<file path="src/rtl/dlf_pi_gear_if.sv">
// Sample-in / filter-out bundle between the phase detector and the DLF/FLB side.
// master: drives phe/phe_vld and observes the filter outputs; slave: the loop filter.
// Signals: phe, phe_vld (in to filter); dlf_out, dlf_out_vld, dlf_gear, dlf_lock, dlf_sat (out).
interface dlf_pi_gear_if #(
    parameter int PHE_W = 10,
    parameter int OUT_W = 16
);
    logic signed [PHE_W-1:0] phe;
    logic                    phe_vld;
    logic [OUT_W-1:0]        dlf_out;
    logic                    dlf_out_vld;
    logic                    dlf_gear;
    logic                    dlf_lock;
    logic                    dlf_sat;

    modport master (
        output phe, phe_vld,
        input  dlf_out, dlf_out_vld, dlf_gear, dlf_lock, dlf_sat
    );

    modport slave (
        input  phe, phe_vld,
        output dlf_out, dlf_out_vld, dlf_gear, dlf_lock, dlf_sat
    );
endinterface

</file>
<file path="src/rtl/dlf_pi_gear.sv">
// PI loop filter with acquisition/tracking gear shift and lock detect; feeds the FLB code.
// Latency: dlf_out/dlf_out_vld/dlf_sat registered one ref_clk after an accepted phe_vld.
// Backpressure: none; every phe_vld in ACQ/TRK with csr_dlf_en=1 is consumed.
// Ports: ref_clk, csr_dlf_rst (sync, active-high), csr_dlf_* config, dlf (slave side of
// dlf_pi_gear_if: phe/phe_vld in, dlf_out/dlf_out_vld/dlf_gear/dlf_lock/dlf_sat out).
// Optional macro DLF_DITHER_EN adds LFSR dither ahead of the output truncation.
module dlf_pi_gear #(
    parameter int PHE_W  = 10,
    parameter int OUT_W  = 16,
    parameter int FRAC_W = 8,
    parameter int ACC_W  = OUT_W + FRAC_W + 2
) (
    input  logic               ref_clk,
    input  logic               csr_dlf_rst,
    input  logic               csr_dlf_en,
    input  logic [3:0]         csr_dlf_kp_acq,
    input  logic [3:0]         csr_dlf_ki_acq,
    input  logic [3:0]         csr_dlf_kp_trk,
    input  logic [3:0]         csr_dlf_ki_trk,
    input  logic [7:0]         csr_dlf_gear_cycles,
    input  logic [PHE_W-2:0]   csr_dlf_lock_thr,
    input  logic [7:0]         csr_dlf_lock_len,
    input  logic [OUT_W-1:0]   csr_dlf_init,
    dlf_pi_gear_if.slave       dlf
);
    // One spare bit over the integrator so integ+iterm (+pterm, +dither) never wraps.
    localparam int SUM_W = ACC_W + 1;

    localparam logic signed [SUM_W-1:0] INTEG_MAX =
        {{(SUM_W-OUT_W-FRAC_W){1'b0}}, {OUT_W{1'b1}}, {FRAC_W{1'b0}}};
    localparam logic signed [SUM_W-1:0] OUT_MAX =
        {{(SUM_W-OUT_W){1'b0}}, {OUT_W{1'b1}}};

    typedef enum logic [1:0] {IDLE, ACQ, TRK} state_t;

    state_t                   state;
    logic signed [ACC_W-1:0]  integ;
    logic [OUT_W-1:0]         out_r;
    logic                     vld_r;
    logic                     gear_r;
    logic                     lock_r;
    logic                     sat_r;
    logic [7:0]               gear_cnt;
    logic [7:0]               lock_cnt;
    logic [15:0]              lfsr;

    logic [3:0]               kp;
    logic [3:0]               ki;
    logic signed [ACC_W-1:0]  e;
    logic signed [ACC_W-1:0]  iterm;
    logic signed [ACC_W-1:0]  pterm;
    logic signed [SUM_W-1:0]  integ_raw;
    logic signed [ACC_W-1:0]  integ_n;
    logic signed [SUM_W-1:0]  dith;
    logic signed [SUM_W-1:0]  sum;
    logic signed [SUM_W-1:0]  out_full;
    logic [OUT_W-1:0]         out_n;
    logic                     sat_i;
    logic                     sat_o;
    logic [PHE_W:0]           phe_ext;
    logic [PHE_W:0]           phe_abs;
    logic                     in_win;
    logic [7:0]               gear_cnt_n;
    logic [7:0]               lock_cnt_n;
    logic [15:0]              lfsr_n;

    always_comb begin
        kp = (state == TRK) ? csr_dlf_kp_trk : csr_dlf_kp_acq;
        ki = (state == TRK) ? csr_dlf_ki_trk : csr_dlf_ki_acq;

        // Phase error aligned to the integrator's fractional point.
        e     = {{(ACC_W-PHE_W-FRAC_W){dlf.phe[PHE_W-1]}}, dlf.phe, {FRAC_W{1'b0}}};
        iterm = e >>> ki;
        pterm = e >>> kp;

        integ_raw = SUM_W'(integ) + SUM_W'(iterm);
        sat_i     = 1'b0;
        integ_n   = integ_raw[ACC_W-1:0];
        if (integ_raw < 0) begin
            integ_n = '0;
            sat_i   = 1'b1;
        end else if (integ_raw > INTEG_MAX) begin
            integ_n = INTEG_MAX[ACC_W-1:0];
            sat_i   = 1'b1;
        end

        dith = '0;
`ifdef DLF_DITHER_EN
        dith[FRAC_W-1:0] = lfsr[FRAC_W-1:0];
`endif
        lfsr_n = {lfsr[14:0], lfsr[15] ^ lfsr[13] ^ lfsr[12] ^ lfsr[10]};

        sum      = SUM_W'(integ_n) + SUM_W'(pterm) + dith;
        out_full = sum >>> FRAC_W;    // arithmetic shift == floor for negative sums
        sat_o    = 1'b0;
        out_n    = out_full[OUT_W-1:0];
        if (out_full < 0) begin
            out_n = '0;
            sat_o = 1'b1;
        end else if (out_full > OUT_MAX) begin
            out_n = {OUT_W{1'b1}};
            sat_o = 1'b1;
        end

        // |phe| needs one extra bit so that the most negative code maps to +2^(PHE_W-1).
        phe_ext    = {dlf.phe[PHE_W-1], dlf.phe};
        phe_abs    = dlf.phe[PHE_W-1] ? (~phe_ext + 1'b1) : phe_ext;
        in_win     = (phe_abs <= {2'b00, csr_dlf_lock_thr});
        gear_cnt_n = gear_cnt + 8'd1;
        lock_cnt_n = (lock_cnt == 8'hFF) ? 8'hFF : lock_cnt + 8'd1;
    end

    always_ff @(posedge ref_clk) begin
        if (csr_dlf_rst) begin
            state    <= IDLE;
            integ    <= {{(ACC_W-OUT_W-FRAC_W){1'b0}}, csr_dlf_init, {FRAC_W{1'b0}}};
            out_r    <= csr_dlf_init;
            vld_r    <= 1'b0;
            gear_r   <= 1'b0;
            lock_r   <= 1'b0;
            sat_r    <= 1'b0;
            gear_cnt <= '0;
            lock_cnt <= '0;
            lfsr     <= 16'hACE1;
        end else if (!csr_dlf_en) begin
            // Freeze integrator/output; drop back to acquisition on the next enable.
            state    <= IDLE;
            vld_r    <= 1'b0;
            gear_r   <= 1'b0;
            lock_r   <= 1'b0;
            gear_cnt <= '0;
            lock_cnt <= '0;
        end else begin
            vld_r <= 1'b0;
            case (state)
                IDLE: begin
                    // Enable-rise cycle: samples are not taken here.
                    if (csr_dlf_gear_cycles == 8'd0) begin
                        state  <= TRK;
                        gear_r <= 1'b1;
                    end else begin
                        state  <= ACQ;
                    end
                end
                ACQ, TRK: begin
                    if (dlf.phe_vld) begin
                        integ <= integ_n;
                        out_r <= out_n;
                        sat_r <= sat_i | sat_o;
                        vld_r <= 1'b1;
`ifdef DLF_DITHER_EN
                        lfsr  <= lfsr_n;
`endif
                        if (state == ACQ) begin
                            gear_cnt <= gear_cnt_n;
                            if (gear_cnt_n == csr_dlf_gear_cycles) begin
                                state  <= TRK;
                                gear_r <= 1'b1;
                            end
                        end else if (in_win) begin
                            lock_cnt <= lock_cnt_n;
                            if ((csr_dlf_lock_len != 8'd0) && (lock_cnt_n >= csr_dlf_lock_len))
                                lock_r <= 1'b1;
                        end else begin
                            lock_cnt <= '0;
                            lock_r   <= 1'b0;
                        end
                    end
                end
                default: state <= IDLE;
            endcase
        end
    end

    assign dlf.dlf_out     = out_r;
    assign dlf.dlf_out_vld = vld_r;
    assign dlf.dlf_gear    = gear_r;
    assign dlf.dlf_lock    = lock_r;
    assign dlf.dlf_sat     = sat_r;
endmodule

</file>
<file path="src/flat_wrapper.sv">
// flat-port wrapper written by rule: the top's interface ports become plain ports
module dlf_pi_gear_flat 
#(
    parameter int PHE_W  = 10,
    parameter int OUT_W  = 16,
    parameter int FRAC_W = 8,
    parameter int ACC_W  = OUT_W + FRAC_W + 2
)
  (ref_clk, csr_dlf_rst, csr_dlf_en, csr_dlf_kp_acq, csr_dlf_ki_acq, csr_dlf_kp_trk, csr_dlf_ki_trk, csr_dlf_gear_cycles, csr_dlf_lock_thr, csr_dlf_lock_len, csr_dlf_init, dlf_phe, dlf_phe_vld, dlf_dlf_out, dlf_dlf_out_vld, dlf_dlf_gear, dlf_dlf_lock, dlf_dlf_sat);
  dlf_pi_gear_if #(.PHE_W(PHE_W), .OUT_W(OUT_W)) dlf_i ();
  input  logic ref_clk;
  input  logic csr_dlf_rst;
  input  logic csr_dlf_en;
  input  logic [3:0] csr_dlf_kp_acq;
  input  logic [3:0] csr_dlf_ki_acq;
  input  logic [3:0] csr_dlf_kp_trk;
  input  logic [3:0] csr_dlf_ki_trk;
  input  logic [7:0] csr_dlf_gear_cycles;
  input  logic [PHE_W-2:0] csr_dlf_lock_thr;
  input  logic [7:0] csr_dlf_lock_len;
  input  logic [OUT_W-1:0] csr_dlf_init;
  input wire logic [$bits(dlf_i.phe)-1:0] dlf_phe;
  input wire logic [$bits(dlf_i.phe_vld)-1:0] dlf_phe_vld;
  output wire logic [$bits(dlf_i.dlf_out)-1:0] dlf_dlf_out;
  output wire logic [$bits(dlf_i.dlf_out_vld)-1:0] dlf_dlf_out_vld;
  output wire logic [$bits(dlf_i.dlf_gear)-1:0] dlf_dlf_gear;
  output wire logic [$bits(dlf_i.dlf_lock)-1:0] dlf_dlf_lock;
  output wire logic [$bits(dlf_i.dlf_sat)-1:0] dlf_dlf_sat;
  assign dlf_i.phe = dlf_phe;
  assign dlf_i.phe_vld = dlf_phe_vld;
  assign dlf_dlf_out = dlf_i.dlf_out;
  assign dlf_dlf_out_vld = dlf_i.dlf_out_vld;
  assign dlf_dlf_gear = dlf_i.dlf_gear;
  assign dlf_dlf_lock = dlf_i.dlf_lock;
  assign dlf_dlf_sat = dlf_i.dlf_sat;
  dlf_pi_gear #(.PHE_W(PHE_W), .OUT_W(OUT_W), .FRAC_W(FRAC_W), .ACC_W(ACC_W)) u_core (.ref_clk(ref_clk), .csr_dlf_rst(csr_dlf_rst), .csr_dlf_en(csr_dlf_en), .csr_dlf_kp_acq(csr_dlf_kp_acq), .csr_dlf_ki_acq(csr_dlf_ki_acq), .csr_dlf_kp_trk(csr_dlf_kp_trk), .csr_dlf_ki_trk(csr_dlf_ki_trk), .csr_dlf_gear_cycles(csr_dlf_gear_cycles), .csr_dlf_lock_thr(csr_dlf_lock_thr), .csr_dlf_lock_len(csr_dlf_lock_len), .csr_dlf_init(csr_dlf_init), .dlf(dlf_i));
endmodule
</file>
<file path="config.mk">
export PLATFORM = sky130hd
export DESIGN_NAME = dlf_pi_gear_flat
export DESIGN_NICKNAME = d
export VERILOG_FILES = /design/src/rtl/dlf_pi_gear_if.sv /design/src/rtl/dlf_pi_gear.sv /design/src/flat_wrapper.sv
export SDC_FILE = /design/constraint.sdc
export NUM_CORES = 1
export LEC_CHECK = 0
export CAP_MARGIN = 0
export CORE_UTILIZATION = 53
export DETAILED_ROUTE_END_ITERATION = 10
export MAX_ROUTING_LAYER = met4
export PLACE_DENSITY = 0.76
export SLEW_MARGIN = 20
export SYNTH_ARGS = -nofsm -noshare
export SYNTH_HDL_FRONTEND = slang
export SYNTH_SLANG_ARGS = --single-unit
</file>
<file path="constraint.sdc">
create_clock -name ref_clk -period 25.7 [get_ports ref_clk]
set_input_delay 6.425 -clock ref_clk [delete_from_list [all_inputs] [get_ports ref_clk]]
set_output_delay 6.425 -clock ref_clk [all_outputs]
set_load 0.01 [all_outputs]
</file>
; Yosys cells after proc, flatten, opt, wreduce, memory -nomap -nowiden
; Index checks and enable logic that the tools add are counted.
[totals]
input_bits = 71
ff_bits = 64
word_cells = 89
out_inout_bits = 20
[classes]
magnitude_cmp = 6
bitwise_logic = 5
n_addsub = 5
shift = 2
n_mux = 34
reduce_logical = 18
eq_ne = 9
[ops]
columns = cell, count
row1 = $mux 16, 6
row2 = $mux 24, 4
row3 = $add 26x26->27, 2
row4 = $mux 26, 2
row5 = $sshr 18x4->26, 2
row6 = $gt 27x25->1 const B, 1
row7 = $lt 27x1->1 const B, 1
row8 = $gt 19x17->1 const B, 1
row9 = $lt 19x1->1 const B, 1
row10 = $add 8x1->8 const B, 2
row11 = $mux 8, 2
row12 = $reduce_and 3->1, 5
row13 = $add 11x1->11 const B, 1
row14 = $le 11x9->1, 1
row15 = $mux 1, 11
row16 = $mux 11, 1
row17 = $not 11->11, 1
row18 = $eq 8x8->1, 1
row19 = $eq 8x8->1 const B, 1
row20 = $ge 8x8->1, 1
row21 = $logic_not 8->1, 1
row22 = $mux 2, 4
row23 = $mux 4, 2
row24 = $reduce_bool 2->1, 4
row25 = other kinds (15), 21

; Logic depth before layout (Yosys ltp)
[depth]
depth_word = 15
depth_mapped = 40
ltp_nobuf = 34

; Least setup slack after synthesis
; Ideal clock, no wire load.
[synth_path]
kind = input to register
startpoint = input port csr_dlf_ki_trk[0]
endpoint = register u_core.out_r[10], in the netlist u_core.dlf.dlf_out[10], data pin
t_required_ps = 25438
setup_slack_ps = 12518
path_buffers = 4
arrival_time_ps = 12920
cell_stages = 32
setup_ps = 262
path_cell_list = mux2i_1 clkbuf_1 mux2i_1 mux2i_1 a21oi_1 nor2_1 ha_1 fa_1 a211oi_2 o21ai_1 nand2_1 o211ai_1 a211oi_1 nand4_1 and4b_1 buf_2 nand2b_1 nand2b_1 clkbuf_1 nor2_1 ha_1 a21o_1 a21o_1 a211oi_1 nor4_1 nand2_1 o311ai_4 a21oi_2 or3b_4 o31ai_4 buf_6 a31oi_1
[synth_between]
elab_chain_len = 14
word_cells_on_any_way = 16
cone_classes = add/sub (2) / order compare (4) / shift (1) / mux (9)
[synth_rtl]
columns = item, line
row1 = from (decl), flat_wrapper.sv:17  ; input logic [3:0] csr_dlf_ki_trk;
row2 = $mux 4 (*), dlf_pi_gear.sv:69  ; ki = (state == TRK) ? csr_dlf_ki_trk : csr_dlf_ki_acq;
row3 = $sshr 18x4->26 (*), dlf_pi_gear.sv:73  ; iterm = e >>> ki;
row4 = $add 26x26->27 (*), dlf_pi_gear.sv:76  ; integ_raw = SUM_W'(integ) + SUM_W'(iterm);
row5 = $gt 27x25->1, dlf_pi_gear.sv:82  ; end else if (integ_raw > INTEG_MAX) begin
row6 = $mux 26, dlf_pi_gear.sv:82
row7 = $mux 26 (*), dlf_pi_gear.sv:79  ; if (integ_raw < 0) begin
row8 = net u_core.integ_n[6], dlf_pi_gear.sv:53  ; logic signed [ACC_W-1:0] integ_n;
row9 = $add 26x26->27 (*), dlf_pi_gear.sv:93  ; sum = SUM_W'(integ_n) + SUM_W'(pterm) + dith;
row10 = $gt 19x17->1, dlf_pi_gear.sv:100  ; end else if (out_full > OUT_MAX) begin
row11 = $mux 16, dlf_pi_gear.sv:100
row12 = $mux 16 (*), dlf_pi_gear.sv:97  ; if (out_full < 0) begin
row13 = $mux 16 (*), dlf_pi_gear.sv:146  ; if (dlf.phe_vld) begin
row14 = $mux 16 (*), dlf_pi_gear.sv:135  ; case (state)
row15 = $mux 16 (*), dlf_pi_gear.sv:125  ; end else if (!csr_dlf_en) begin
row16 = $mux 16 (*), dlf_pi_gear.sv:114  ; if (csr_dlf_rst) begin
row17 = to (signal assigned), dlf_pi_gear.sv:117  ; out_r <= csr_dlf_init;
row18 = to (signal assigned), dlf_pi_gear.sv:148  ; out_r <= out_n;
row19 = to (decl), dlf_pi_gear.sv:38  ; logic [OUT_W-1:0] out_r;
; The timed path passes the listed nets; every way through them passes the cells marked *. The select of a mux whose other input is x is not followed.
; A chain may end at the register's enable or synchronous reset.

; Worst setup path in the final report
[layout_path]
startpoint = input port dlf_phe[9]
endpoint = register u_core.out_r[7], in the netlist u_core.dlf.dlf_out[7], data pin
[layout_between]
elab_chain_len = 13
word_cells_on_any_way = 16
cone_classes = add/sub (2) / order compare (4) / shift (2) / mux (8)
[layout_rtl]
columns = item, line
row1 = from (decl), flat_wrapper.sv:22  ; input wire logic [$bits(dlf_i.phe)-1:0] dlf_phe;
row2 = $sshr 18x4->26 (*), dlf_pi_gear.sv:73
row3 = $add 26x26->27 (*), dlf_pi_gear.sv:76
row4 = $gt 27x25->1, dlf_pi_gear.sv:82
row5 = $mux 26, dlf_pi_gear.sv:82
row6 = $mux 26 (*), dlf_pi_gear.sv:79
row7 = net u_core.integ_n[4], dlf_pi_gear.sv:53
row8 = $add 26x26->27 (*), dlf_pi_gear.sv:93
row9 = $gt 19x17->1, dlf_pi_gear.sv:100
row10 = $mux 16, dlf_pi_gear.sv:100
row11 = $mux 16 (*), dlf_pi_gear.sv:97
row12 = $mux 16 (*), dlf_pi_gear.sv:146
row13 = $mux 16 (*), dlf_pi_gear.sv:135
row14 = $mux 16 (*), dlf_pi_gear.sv:125
row15 = $mux 16 (*), dlf_pi_gear.sv:114
; Marked as above.

==> results.sh <==
export IMPL_synth_top_cell_area_share_pct=11.9
export IMPL_fin_cells=1326
export IMPL_synth_area_top_cells="edfxtp_1, ha_1, a21oi_1"
export IMPL_layout_commonest_cell="a21oi_1"
export IMPL_initial_core_util_pct=54.9
export IMPL_synth_edf_count=32
export IMPL_drv_cap=0
export IMPL_clock_latency_ns=0.35
export IMPL_run_status="finished with violations"
export IMPL_r2r_cells=31
export IMPL_netlist_area_mm2=0.00807
export IMPL_synthXorXnorAreaFrac_pct=5.86
export IMPL_placed_cells=1310
export IMPL_power_density_mw_per_mm2=50.0
export IMPL_swShare_pct=41.4
export IMPL_routed_wl_mm=24.0
export IMPL_fp_coreArea_mm2=0.0147
export IMPL_final_cell_mix="a21oi_1, nand2_1, nor2_1"
export IMPL_cts_hold_fix_buffers=0
export IMPL_clkPwrFrac_pct=24.6
export IMPL_first_global_vias=7826
export IMPL_antenna_cells=0
export IMPL_ant_nets=0
export IMPL_rsz0062_at_grt="no"
export IMPL_finalHoldViolations=0
export IMPL_netlist_cell_type_count=80
export IMPL_rows=44
export IMPL_grt_antenna_before_repair=0
export IMPL_clkSinkCount=64
export IMPL_layout_drive_gt1_share_pct=6.04
export IMPL_violations="design-rule violations"
export IMPL_fin_skew_ns=0.0106
export IMPL_cts_tree="built"
export IMPL_synth_avg_cell_area_um2=7.48
export IMPL_htreeDepth=3
export IMPL_cts_setup_buffers=0
export IMPL_p_seq_share_pct=25.4
export IMPL_arrival_ns=14.26
export IMPL_cts_buffers_inserted=9
export IMPL_start_kind="primary input"
export IMPL_crit_path_max_fanout=43
export IMPL_startpoint="dlf_phe[9]"
export IMPL_die_y_um=125
export IMPL_cts_max_path_buffers=2
export IMPL_num_vias=8344
export IMPL_post_dp_hpwl_mm=19.0
export IMPL_place_congestion=0.962
export IMPL_slowest_delay_ns=0.64
export IMPL_drc=5
export IMPL_drv_slew=0
export IMPL_crit_type="in -> reg"
export IMPL_drt_initial_drc_count=602
export IMPL_crit_required_ns=25.75
export IMPL_p_switching_w=0.000193
export IMPL_grt_usage_pct=32.1
export IMPL_ys_seq_area_share_pct=19.8
export IMPL_finalCriticalPeriod_ns=14.22
export IMPL_fmax_ghz=0.0703
export IMPL_yosysWarnings=0
export IMPL_max_vdd_ir_drop_v=0.0000342
export IMPL_seqCellArea_mm2=0.00160
export IMPL_hp_class="reg -> reg"
export IMPL_slew_headroom_pct=27.3
export IMPL_cts_clk_slew_worst_paths_ns=0.06
export IMPL_fillers=1327
export IMPL_num_io_pins=91
export IMPL_max_slew_worst_pin_slew_ns=1.09
export IMPL_yosys_area_share_simple_pct=21.4
export IMPL_synthMuxAreaShare_pct=6.96
export IMPL_setup_viol=0
export IMPL_fp_dieW_um=125
export IMPL_reg2reg_from="u_core.state[0]$_SDFFE_PP0P_"
export IMPL_cts_resized_gates=0
export IMPL_multi_input_area_mm2=0.00606
export IMPL_io_buffers=90
export IMPL_yosysTopAreaCell="edfxtp_1"
export IMPL_async_flop_share_pct=0
export IMPL_globalRouteOverflowTotal=0
export IMPL_dieArea_mm2=0.0157
export IMPL_nets=1284
export IMPL_grt_max_degree=44
export IMPL_leakage_nw=3.78
export IMPL_synth_seq_cells=64
export IMPL_crit_path_end_kind="register"
export IMPL_areaGrowthSynthToFinish_pct=15.6
export IMPL_grt_pass1_wl_mm=39.4
export IMPL_synthAdderAreaFrac_pct=12.0
export IMPL_internal_power_w=0.000273
export IMPL_synthCells=1079
export IMPL_viasPerCell=6.29
export IMPL_drt_pass1_iterations=8
export IMPL_clock_root_buffer="clkbuf_16"
export IMPL_tns_ns=0
export IMPL_synth_top_family_by_area="compound AO/OA/AOI/OAI gates"
export IMPL_fin_crit_sh_pct=55.3
export IMPL_p_comb_share_pct=50.0
export IMPL_cpMaxStageDelayCell="o31ai_4"
export IMPL_hold_start="u_core.dlf.dlf_lock$_SDFFE_PP0P_"
export IMPL_min_path_cells=2
export IMPL_synth_compound_area_share_pct=28.6
export IMPL_wl_per_cell_um=18.1
export IMPL_ys_flop_type="edfxtp_1"
final cells by class:
class | count | share of cell area, %
multi-input cells | 911 | 65.0
clock inverters | 7 | 0.510
flip-flops and latches | 64 | 17.2
repair buffers | 100 | 10.4
well taps | 184 | 2.47
inverters | 51 | 2.05
clock buffers | 9 | 2.42
worst max-delay path, delay by kind of cell:
family                   cells  cell delay [ns]
buffers and inverters        3             0.90
adder cells (fa/ha/maj)      2             0.76
XOR/XNOR                     1             0.28
AO/OA/AOI/OAI               14             3.03
AND/OR/NAND/NOR             12             2.80
routing by layer:
layer,vias up,track usage (%),routed length [µm]
met5,-,-,0
met4,0,10.3,574
met3,44,5.13,1660
met2,331,51.8,11100
met1,3879,41.1,10700
li1,4090,-,-
cells by family after synthesis:
family / count (synthesis)
simple gates: 369
compound gates: 356
buf+inv: 105
fa+ha+maj: 77
flops: 64
xor+xnor: 54
mux: 53
other cells: 1
sequential cells by signal, summed over array words and instances, names as in the netlist:
name,count
u_core.lock_cnt,8
u_core.integ,26
u_core.dlf.dlf_lock,1
u_core.dlf.dlf_sat,1
u_core.dlf.dlf_out,16
u_core.gear_cnt,8
u_core.state,2
u_core.dlf.dlf_gear,1
u_core.dlf.dlf_out_vld,1
power by group through the flow:
stage                     Clock [W]  Sequential [W]  Combinational, W
after floorplan                   0        0.000122          0.000161
final                      0.000115        0.000118          0.000233
after global routing       0.000121        0.000119          0.000255
after global placement            0        0.000121          0.000227
after detailed placement          0        0.000120          0.000227
after CTS                  0.000117        0.000118          0.000229
synth_stat cells, types with 6 or more instances:
cell,n
a21oi_1,135
nand2_1,122
nor2_1,104
ha_1,75
o21ai_0,56
inv_1,51
mux2i_1,46
xnor2_1,39
clkbuf_1,38
dfxtp_1,32
edfxtp_1,32
nand3_1,29
nand4_1,20
nor3_1,18
a21o_1,17
a31oi_1,17
o211ai_1,16
xor2_1,15
nand2b_1,14
or3_1,14
a211oi_1,13
and2_1,12
and3_1,11
buf_2,11
a22o_1,10
o21a_1,9
o21ai_1,8
o31ai_1,8
a211o_1,7
nor4_1,7
a22oi_1,6
a31o_2,6
o22ai_1,6
path summary, 6_finish.rpt:
path                                       to  slack, ns
max           u_core.dlf.dlf_out[7]$_DFFE_PP_      11.48
min          u_core.dlf.dlf_lock$_SDFFE_PP0P_       0.45
max reg2reg   u_core.dlf.dlf_out[7]$_DFFE_PP_      16.74
min reg2reg  u_core.dlf.dlf_lock$_SDFFE_PP0P_       0.45
stage by stage:
stage / hold slack (ns) / instance area (µm²) / setup WS [ns] / utilization [%] / total power, W
2_1_floorplan: 0.432 / 8070 / 12.52 / - / 0.000282
3_3_place_gp: 0.435 / 9040 / 11.28 / 61.5 / 0.000348
4_1_cts: 0.457 / 9320 / 11.42 / 63.4 / 0.000464
5_1_grt: 0.485 / 9330 / 10.75 / 63.4 / 0.000495
6_report: 0.449 / 9330 / 11.48 / 63.4 / 0.000467
3_5_place_dp: 0.449 / 9040 / 11.04 / 61.5 / 0.000348
Power figures use the tool's default switching activity.
